**src/rtl/pcs_pkg.sv**
```systemverilog
// rtl/pcs_pkg.sv - shared PCS constants, lock FSM states and sync header helper
// Used by the 64b/66b block-lock controller and its neighbours.
package pcs_pkg;

   localparam int HEAD_W = 2;
   localparam logic [HEAD_W-1:0] SYNC_HEAD_DATA = 2'b01;
   localparam logic [HEAD_W-1:0] SYNC_HEAD_CTRL = 2'b10;

   localparam int DEF_SH_CNT_MAX = 64;
   localparam int DEF_SH_INV_MAX = 16;
   localparam int DEF_SLIP_WAIT  = 2;

   typedef enum logic [1:0] {
      UNLOCK = 2'd0,
      LOCK   = 2'd1,
      SLIP_W = 2'd2
   } lock_state_e;

   function automatic logic sync_head_ok(input logic [HEAD_W-1:0] head);
      return (head == SYNC_HEAD_DATA) || (head == SYNC_HEAD_CTRL);
   endfunction

endpackage

```
**src/rtl/pcs_block_lock.sv**
```systemverilog
// rtl/pcs_block_lock.sv - 64b/66b block-lock FSM driving gearbox bit slip
// Hunts for sync header alignment with slip pulses, then monitors header error rate.
module pcs_block_lock
   import pcs_pkg::*;
#(
   parameter int SH_CNT_MAX = DEF_SH_CNT_MAX,
   parameter int SH_INV_MAX = DEF_SH_INV_MAX,
   parameter int SLIP_WAIT  = DEF_SLIP_WAIT
) (
   input  logic              clk,
   input  logic              nreset,
   input  logic              signal_ok_i,
   input  logic              valid_i,
   input  logic [HEAD_W-1:0] head_i,
   output logic              slip_v_o,
   output logic              lock_v_o
);

   localparam int SH_W   = $clog2(SH_CNT_MAX + 1);
   localparam int INV_W  = $clog2(SH_INV_MAX + 1);
   localparam int WAIT_W = $clog2(SLIP_WAIT + 1);

   lock_state_e       state, state_nxt;
   logic [SH_W-1:0]   sh_cnt, sh_nxt, sh_inc;
   logic [INV_W-1:0]  inv_cnt, inv_nxt, inv_inc;
   logic [WAIT_W-1:0] wait_cnt, wait_nxt;
   logic              lock_nxt, slip_nxt;
   logic              sample, hdr_ok;

   assign hdr_ok  = sync_head_ok(head_i);
   assign sample  = valid_i & signal_ok_i & (state != SLIP_W);
   assign sh_inc  = sh_cnt + 1'b1;
   assign inv_inc = inv_cnt + {{(INV_W-1){1'b0}}, ~hdr_ok};

   always_ff @(posedge clk or negedge nreset) begin
      if (!nreset) begin
         state    <= UNLOCK;
         sh_cnt   <= '0;
         inv_cnt  <= '0;
         wait_cnt <= '0;
         lock_v_o <= 1'b0;
         slip_v_o <= 1'b0;
      end else begin
         state    <= state_nxt;
         sh_cnt   <= sh_nxt;
         inv_cnt  <= inv_nxt;
         wait_cnt <= wait_nxt;
         lock_v_o <= lock_nxt;
         slip_v_o <= slip_nxt;
      end
   end

   always_comb begin
      state_nxt = state;
      sh_nxt    = sh_cnt;
      inv_nxt   = inv_cnt;
      wait_nxt  = wait_cnt;
      lock_nxt  = lock_v_o;
      slip_nxt  = 1'b0;
      if (!signal_ok_i) begin
         state_nxt = UNLOCK;
         sh_nxt    = '0;
         inv_nxt   = '0;
         wait_nxt  = '0;
         lock_nxt  = 1'b0;
      end else begin
         case (state)
            UNLOCK: begin
               lock_nxt = 1'b0;
               if (sample) begin
                  // Any bad header while hunting means the alignment is wrong: slip at once.
                  if (!hdr_ok) begin
                     slip_nxt  = 1'b1;
                     sh_nxt    = '0;
                     inv_nxt   = '0;
                     wait_nxt  = '0;
                     state_nxt = SLIP_W;
                  end else if (sh_inc == SH_W'(SH_CNT_MAX)) begin
                     lock_nxt  = 1'b1;
                     sh_nxt    = '0;
                     inv_nxt   = '0;
                     state_nxt = LOCK;
                  end else begin
                     sh_nxt = sh_inc;
                  end
               end
            end
            LOCK: begin
               if (sample) begin
                  // Checked before window end so a window closing on its last bad header unlocks.
                  if (inv_inc == INV_W'(SH_INV_MAX)) begin
                     lock_nxt  = 1'b0;
                     slip_nxt  = 1'b1;
                     sh_nxt    = '0;
                     inv_nxt   = '0;
                     wait_nxt  = '0;
                     state_nxt = SLIP_W;
                  end else if (sh_inc == SH_W'(SH_CNT_MAX)) begin
                     sh_nxt  = '0;
                     inv_nxt = '0;
                  end else begin
                     sh_nxt  = sh_inc;
                     inv_nxt = inv_inc;
                  end
               end
            end
            SLIP_W: begin
               lock_nxt = 1'b0;
               if (wait_cnt == WAIT_W'(SLIP_WAIT - 1)) begin
                  wait_nxt  = '0;
                  state_nxt = UNLOCK;
               end else begin
                  wait_nxt = wait_cnt + 1'b1;
               end
            end
            default: begin
               state_nxt = UNLOCK;
               sh_nxt    = '0;
               inv_nxt   = '0;
               wait_nxt  = '0;
               lock_nxt  = 1'b0;
            end
         endcase
      end
   end

endmodule
```
**config.mk**
```make
export PLATFORM = sky130hd
export DESIGN_NAME = pcs_block_lock
export DESIGN_NICKNAME = d
export VERILOG_FILES = /design/src/rtl/pcs_pkg.sv /design/src/rtl/pcs_block_lock.sv
export SDC_FILE = /design/constraint.sdc
export NUM_CORES = 1
export LEC_CHECK = 0
export CORE_ASPECT_RATIO = 0.6
export CORE_UTILIZATION = 28
export DETAILED_ROUTE_END_ITERATION = 8
export PLACE_DENSITY = 0.41
export RECOVER_POWER = 50
export SYNTH_ARGS = -nofsm -noshare
export SYNTH_HDL_FRONTEND = slang
export SYNTH_SLANG_ARGS = --single-unit
```
**constraint.sdc**
```tcl
create_clock -name clk -period 4.5 [get_ports clk]
set_input_delay 0.9 -clock clk [delete_from_list [all_inputs] [get_ports clk]]
set_output_delay 0.9 -clock clk [all_outputs]
set_load 0.05 [all_outputs]
```
### After elaboration in Yosys (flattened, before gate mapping)

Cells that the tools add are included.
W data, S select, Z words.

| storage, ports and cells | value |
|---|---|
| register bits | 18 |
| bits of input ports | 6 |
| output and inout port bits | 2 |

| cells by class | value |
|---|---|
| $add $sub $neg | 3 |
| equal/unequal tests | 15 |
| multiplexer cells | 43 |
| bitwise operators | 3 |
| reduce and logical (&&, ||, !) cells | 7 |

Operator list:

| cell | number |
|---|---|
| $mux W7 | 6 |
| $mux W5 | 7 |
| $mux W2 | 13 |
| $pmux W7 S3 | 1 |
| $ne A3 B3 Y1 const B | 5 |
| $pmux W5 S3 | 1 |
| $pmux W2 S3 | 2 |
| $mux W1 | 11 |
| $reduce_and A4 Y1 | 2 |
| $add A7 B1 Y7 const B | 1 |
| $eq A7 B7 Y1 const B | 1 |
| $eq A2 B1 Y1 const B | 3 |
| $add A5 B1 Y5 | 1 |
| $eq A5 B5 Y1 const B | 1 |
| $reduce_and A5 Y1 | 1 |
| $eq A2 B2 Y1 const B | 2 |
| $ne A2 B2 Y1 const B | 2 |
| $ne A4 B4 Y1 const B | 1 |
| $pmux W1 S2 | 2 |
| $reduce_and A3 Y1 | 1 |
| $add A2 B1 Y2 const B | 1 |
| $and A1 B1 Y1 | 2 |
| $logic_not A2 Y1 | 1 |
| $reduce_and A2 Y1 | 1 |
| other kinds (2) | 2 |

### Depth between registers and ports, before layout

Gate-level depths: netlist (run 1).

| depth | value |
|---|---|
| depth in word-level cells | 9 |
| mapped depth | 9 |
| mapped depth without buffers | 9 |

### Worst setup path after synthesis (run 1)

Ideal clock, no wire load.

| timing | value |
|---|---|
| path kind | in2reg |
| from | input head_i[1] |
| to | register wait_cnt[1] |
| library setup time | 0.119 ns |
| data arrival time | 2.574 ns |
| required time | 4.381 ns |
| slack | 1.807 ns |
| stages on the path | 9 |
| path buffers | 0 |
| path through | xnor2_1 > ha_1 > ha_1 > nand3_1 > xor2_2 > nor2_2 > o22ai_1 > or2_1 > o21a_1 |

| between the ends | value |
|---|---|
| cells in the longest elaborated chain, start to end | 7 |
| elaborated cells on any way between the ends | 9 |
| those cells by class | 1 x add/sub; 5 x eq/ne; 1 x bitwise; 2 x reduce/logical |

RTL lines:

| what | line | source |
|---|---|---|
| from (decl) | pcs_block_lock.sv:14 | `input logic [HEAD_W-1:0] head_i,` |
| $eq A2 B1 Y1 / $eq A2 B2 Y1 (equally long branches) | pcs_pkg.sv:20 | `return (head == SYNC_HEAD_DATA) \|\| (head == SYNC_HEAD_CTRL);` |
| $logic_or A1 B1 Y1 (*) | pcs_pkg.sv:20 |  |
| $not A1 Y1 | pcs_block_lock.sv:33 | `assign inv_inc = inv_cnt + {{(INV_W-1){1'b0}}, ~hdr_ok};` |
| $add A5 B1 Y5 | pcs_block_lock.sv:33 |  |
| $eq A5 B5 Y1 | pcs_block_lock.sv:91 | `if (inv_inc == INV_W'(SH_INV_MAX)) begin` |
| $ne A3 B3 Y1 (no source line) | - |  |
| $reduce_and A4 Y1 (no source line) (*) | - |  |
| to (signal assigned) | pcs_block_lock.sv:47 | `wait_cnt <= wait_nxt;` |
| to (decl) | pcs_block_lock.sv:26 | `logic [WAIT_W-1:0] wait_cnt, wait_nxt;` |

Every way passes the cells marked *; elsewhere a longest branch is shown, timed or not.
A chain may end at the register's enable or synchronous reset.

### Final worst setup path (run 1)

| timing | value |
|---|---|
| from | input head_i[1] |
| to | register sh_cnt[3] |

| between the ends | value |
|---|---|
| cells in the longest elaborated chain, start to end | 9 |
| elaborated cells on any way between the ends | 12 |
| those cells by class | 1 x add/sub; 3 x eq/ne; 6 x mux; 1 x bitwise; 1 x reduce/logical |

RTL lines:

| what | line | source |
|---|---|---|
| $eq A2 B1 Y1 / $eq A2 B2 Y1 (equally long branches) | pcs_pkg.sv:20 |  |
| $logic_or A1 B1 Y1 (*) | pcs_pkg.sv:20 |  |
| $not A1 Y1 | pcs_block_lock.sv:33 |  |
| $add A5 B1 Y5 | pcs_block_lock.sv:33 |  |
| $eq A5 B5 Y1 | pcs_block_lock.sv:91 |  |
| $mux W7 | pcs_block_lock.sv:91 |  |
| $mux W7 | pcs_block_lock.sv:89 | `if (sample) begin` |
| $pmux W7 S3 (*) | pcs_block_lock.sv:67 | `case (state)` |
| $mux W7 (*) | pcs_block_lock.sv:60 | `if (!signal_ok_i) begin` |
| to (signal assigned) | pcs_block_lock.sv:45 | `sh_cnt <= sh_nxt;` |
| to (decl) | pcs_block_lock.sv:24 | `logic [SH_W-1:0] sh_cnt, sh_nxt, sh_inc;` |

Every way passes the cells marked *; elsewhere a longest branch is shown, timed or not. The select of a mux whose other input is x is not followed.

==> flow_summary.toml, run 1 <==
[synthesis]
seq_area_frac_synth_pct = 41.91
synth_seq_cells = 18
syn_inst = 111
netlist_area_mm2 = 0.001075
syn_nets = 120
synth.distinct_cells = 40
syn_area_per_cell_um2 = 9.683
yosysWarnings = 0

[pwr]
pwr-share-seq_pct = 52.2
leakage_nw = 0.5361
irDropWorstVdd_mv = 0.1108
clkPwrFrac_pct = 34.9
internal_power_mw = 0.2409
p_per_area_mw_per_mm2 = 263.0
swShare_pct = 25.29
pwr-share-comb_pct = 12.9
netSwitchingPower_mw = 0.08154

[cts]
clockRootBuffer = "clkbuf_8"
cts_buffers = 3
cts_resized = 0
post-cts-setup-buffers = 0
hold_buffers = 0
clk_pin_slew_ns = 0.06
cts_max_level = 1
clock_sinks = 18
clk_latency_ns = 0.25
cts_tree = "built"
clock_path_buffers = 2

[global_route]
grt_pass1_vias = 779
gr-usage-all-layers_pct = 13.17
grt_overflow = 0
antenna_found_initial = 0
grt_pass1_wl_um = 3877
grt_max_degree = 19

[routing]
avgRoutedWirePerCell_um = 14.18
via_per_inst = 5.176
initialDrtViolationCount = 74
drc_errors = 0
wl_um = 2339
num_vias = 854
ant_nets = 0
drt_pass1_iterations = 4

[worst_setup_path]
arrival_ns = 3.31
worstSetupStartpointType = "input port"
cp_slowest_stage_delay_ns = 0.41
reg2reg_slack_ns = 2.40
crit_path_frequent_cell = "ha_1"
rr_startpoint = "inv_cnt[0]"
crit_fanout = 10
slowest_stage = "clkdlybuf4s50_1"
worstPathRequired_ns = 4.67
path_cells = "clkdlybuf4s50_1 -> xnor2_1 -> ha_1 -> ha_1 -> nand3_1 -> xor2_2 -> o21ai_2 -> a21oi_4 -> a41oi_1 -> a31oi_1"
path_class = "in -> reg"
cp-startpoint = "head_i[1]"
endpoint_kind = "register"

[placed_design]
dp.cells = 162
dp_hpwl_um = 1768
port_buffers = 7
gp_congestion = 0.8184

[layout]
syn2layout_area_growth_pct = 14.09
drive_above_1_share_pct = 11.02
final_cells = 165
regArea_um2 = 450.4
fin_nets = 129
insertedDiodeCount = 0
fillers = 382
multi_input_area_um2 = 601.8

[sta]
fmaxAchievable_ghz = 0.3188
drv_slew = 0
skew_ns = 0.006916
hold_viol = 0
fin_setup_tns_ns = 0
relSlewSlack_pct = 41.91
period_needed_ns = 3.137
min_period_over_period_pct = 69.70
worstMarginPinSlew_ns = 0.8684
hold_slack_ns = 0.4952
rsz0062_at_grt = "false"
setup_viol = 0

[hold_path]
hp-class = "reg -> reg"
hold_start = "wait_cnt[1]"

[die]
die_h_um = 49.99
rows = 17
start_util_pct = 29.21
dieArea_mm2 = 0.004098
fp.coreArea_mm2 = 0.003680
die_w_um = 81.99
ios = 8

[run_status]
status = "completed"

[flow_run]
drv_cap = 0
==> final timing paths <==
path,end,cells after the start
min in group asynchronous,inv_cnt[1],1
setup reg to reg,sh_cnt[3],8
max in group asynchronous,sh_cnt[4],1
setup / recovery,sh_cnt[3],10
hold reg to reg,wait_cnt[1],1
hold / removal,wait_cnt[1],1
==> kinds of logic (layout without fill, tap and decap cells) <==
family / Yosys count / count (layout) / synth area share [%]
compound gates: 31 / 31 / 23.05
xor+xnor: 4 / 4 / 3.959
fa+ha+maj: 3 / 3 / 3.493
buf+inv: 4 / 11 / 2.094
flops: 18 / 18 / 41.91
mux: 1 / 1 / 0.9314
simple gates: 50 / 50 / 24.56
==> flip-flops by register name, summed over array words and instances (netlist names) <==
register	cells
slip_v_o	1
sh_cnt	7
wait_cnt	2
lock_v_o	1
inv_cnt	5
state	2
==> critical path: cells and delay by family <==
kind	cells	cell delay [ns]
AO/OA/AOI/OAI	4	0.74
buffers and inverters	1	0.41
AND/OR/NAND/NOR	1	0.16
adder cells (fa/ha/maj)	2	0.55
XOR/XNOR	2	0.54
==> power groups by stage <==
stage,registers (mW),logic (mW),clock network (mW)
final,0.168,0.0415,0.113
after global routing,0.169,0.0459,0.124
after CTS,0.168,0.0423,0.117
after detailed placement,0.171,0.0421,0
after global placement,0.172,0.0422,0
after floorplan,0.173,0.0258,0
==> cell type report <==
cell class                 count  area share, %
multi-input combinational     89          49.08
clock buffer                   3          3.367
inverter                       1         0.3061
tap                           47          4.796
sequential                    18          36.73
timing repair buffer           7          5.714
==> routing by layer <==
layer / wire length, um / vias to the layer above / global-route usage [%] / share of wire, %
li1: - / 423 / - / -
met1: 1291 / 398 / 20.20 / 55
met2: 893 / 29 / 15.56 / 38
met3: 127 / 4 / 5.185 / 5.4
met4: 27 / 0 / 5.263 / 1.2
met5: 0 / - / 0 / 0
==> synth_stat cells <==
master     number  area share (%)
nor3_1          3             1.4
o211ai_2        1             1.2
o21a_1          2             1.4
buf_1           1            0.35
nand3_1         8             3.7
a31oi_1         2             1.2
xor2_2          1             1.5
nand2_1        15             5.2
nand3b_1        2             1.4
mux2i_1         1            0.93
a22o_1          7             5.7
dfrtp_1        18              42
ha_1            3             3.5
and3_1          2             1.2
nand4_1         1            0.58
buf_6           1             1.0
a21oi_4         1             1.5
xnor2_1         2             1.6
a21o_1          3             2.1
o21bai_4        1             1.7
inv_1           1            0.35
nand2b_1        2             1.2
nor3_2          1            0.93
clkbuf_1        1            0.35
and2b_2         1            0.82
nor2_1          7             2.4
nor3b_2         1             1.2
a41oi_1         1            0.82
or3_1           1            0.58
o21ai_2         1            0.82
xor2_1          1            0.82
o22ai_1         2             1.2
a211oi_1        1            0.70
o21ai_1         7             3.3
o2111ai_1       1            0.82
nor2b_1         3             1.7
or2_1           1            0.58
o31ai_1         1            0.70
nor2_2          1            0.58
and4_4          1             1.0
==> stage by stage <==
step	power, mW	worst slack (ns)	util (%)	cell area, um2
6_report	0.3225	1.363	33.32	1226
5_1_grt	0.3388	1.155	33.32	1226
4_1_cts	0.3274	1.357	33.32	1226
3_5_place_dp	0.2134	1.093	32.20	1185
3_3_place_gp	0.2138	1.201	32.20	1185
2_1_floorplan	0.1983	1.807	-	1075
==> cell usage in the layout (no fill, tap or decap), types with 2 or more instances in the layout <==
master | netlist | routed
a21o_1 | 3 | 3
a22o_1 | 7 | 7
a31oi_1 | 2 | 2
and3_1 | 2 | 2
clkbuf_8 | 0 | 3
clkdlybuf4s50_1 | 0 | 5
dfrtp_1 | 18 | 18
dlygate4sd3_1 | 0 | 2
ha_1 | 3 | 3
nand2_1 | 15 | 15
nand2b_1 | 2 | 2
nand3_1 | 8 | 8
nand3b_1 | 2 | 2
nor2_1 | 7 | 7
nor2b_1 | 3 | 3
nor3_1 | 3 | 3
o21a_1 | 2 | 2
o21ai_1 | 7 | 7
o22ai_1 | 2 | 2
xnor2_1 | 2 | 2
No activity file was read; power rests on OpenSTA's default activity.
==> run 2, diff against run 1 <==
- clock period: 4.5 -> 3.1 ns (I/O delays scaled with it)
==> flow_summary.toml, run 2 (synthesis results as in run 1) <==
[sta]
fmaxAchievable_ghz = 0.3604
skew_ns = 0.001296
rsz0062_at_grt = "false"
hold_slack_ns = 0.4885
relSlewSlack_pct = 45.83
setup_viol = 0
fin_setup_tns_ns = 0
hold_viol = 0
worstMarginPinSlew_ns = 0.8099
period_needed_ns = 2.774
min_period_over_period_pct = 89.50
drv_slew = 0

[cts]
cts_tree = "built"
cts_buffers = 3
post-cts-setup-buffers = 0
clock_sinks = 18
clock_path_buffers = 2
clockRootBuffer = "clkbuf_8"
clk_latency_ns = 0.25
hold_buffers = 0
clk_pin_slew_ns = 0.06
cts_max_level = 1
cts_resized = 0

[global_route]
grt_overflow = 0
grt_max_degree = 19
grt_pass1_wl_um = 4167
antenna_found_initial = 0
gr-usage-all-layers_pct = 13.96
grt_pass1_vias = 813

[routing]
num_vias = 828
avgRoutedWirePerCell_um = 13.53
ant_nets = 0
via_per_inst = 4.958
initialDrtViolationCount = 53
drt_pass1_iterations = 4
wl_um = 2260
drc_errors = 0

[worst_setup_path]
crit_fanout = 4
endpoint_kind = "register"
arrival_ns = 2.92
worstPathRequired_ns = 3.24
worstSetupStartpointType = "input port"
r2r_cells = 8
path_class = "in -> reg"

[layout]
syn2layout_area_growth_pct = 15.48
reg_top3 = "sh_cnt (7), inv_cnt (5)"
insertedDiodeCount = 0
largest_reg_flops = 7
fillers = 382
multi_input_area_um2 = 601.8
final_core_util_pct = 33.73
layout_common_cells = "dfrtp_1, nand2_1, nand3_1"
final_common_cell = "dfrtp_1"
fin_nets = 131
top_register = "sh_cnt"
regArea_um2 = 450.4
drive_above_1_share_pct = 12.50

[die]
die_h_um = 49.99
die_w_um = 81.99
start_util_pct = 29.21
rows = 17
ios = 8
fp.coreArea_mm2 = 0.003680
dieArea_mm2 = 0.004098

[pwr]
irDropWorstVdd_mv = 0.2093
p_per_area_mw_per_mm2 = 374.5
leakage_nw = 0.5470
total_power_mw = 0.4649

[flow_run]
drv_cap = 0

[placed_design]
dp_hpwl_um = 1752
gp_congestion = 0.8651
port_buffers = 7

[hold_path]
whs_path_depth = 1
hp-class = "reg -> reg"

[run_status]
status = "completed"
## run 2: cell types whose count changed in the layout (fill, tap and decap cells not counted)
| cell | before | now |
|---|---|---|
| buf_4 | 0 | 2 |
## run 2: final cells by class
cell class              instances  share of cell area, %
flip-flops and latches         18                  36.29
inverters                       1                 0.3024
repair buffers                  9                  6.855
clock buffers                   3                  3.327
well taps                      47                  4.738
multi-input cells              89                  48.49
## run 2: routing by layer
metal	wire length [um]	vias to the layer above	global-route usage [%]
met2	833	7	16.67
met5	0	-	0
met3	74	2	5.000
met4	14	0	3.509
met1	1338	391	22.41
li1	-	428	-
## run 2: critical path, cell delays in order
cell and delay (ns):
clkdlybuf4s50_1 0.41, xnor2_1 0.32, ha_1 0.25, ha_1 0.23, nand3_1 0.13, xor2_2 0.19
nor2_2 0.20, o22ai_1 0.13, or2_1 0.24, o21a_1 0.19
## run 2: power by group
group / leakage [nW] / switching (mW) / internal [mW] / total [mW]
logic: 0.276 / 0.0373 / 0.0236 / 0.0609
clock network: 0.0216 / 0.0727 / 0.0862 / 0.159
registers: 0.249 / 0.00511 / 0.240 / 0.245
## run 2: worst paths after layout
check | start | to | slack [ns]
min | wait_cnt[1] | wait_cnt[1] | 0.49
max | head_i[1] | wait_cnt[1] | 0.33
max reg2reg | inv_cnt[0] | wait_cnt[1] | 1.07
max in group asynchronous | nreset | inv_cnt[4] | 1.69
min reg2reg | wait_cnt[1] | wait_cnt[1] | 0.49
min in group asynchronous | nreset | inv_cnt[0] | 0.90
## run 2: stage by stage
stage | std cells | setup WS, ns | area, um2
after floorplan | 111 | 0.6867 | 1075
final | 167 | 0.3256 | 1241
after CTS | 167 | 0.3355 | 1241
after global routing | 167 | 0.1349 | 1241
after global placement | 164 | 0.1767 | 1200
after detailed placement | 164 | 0.08933 | 1200
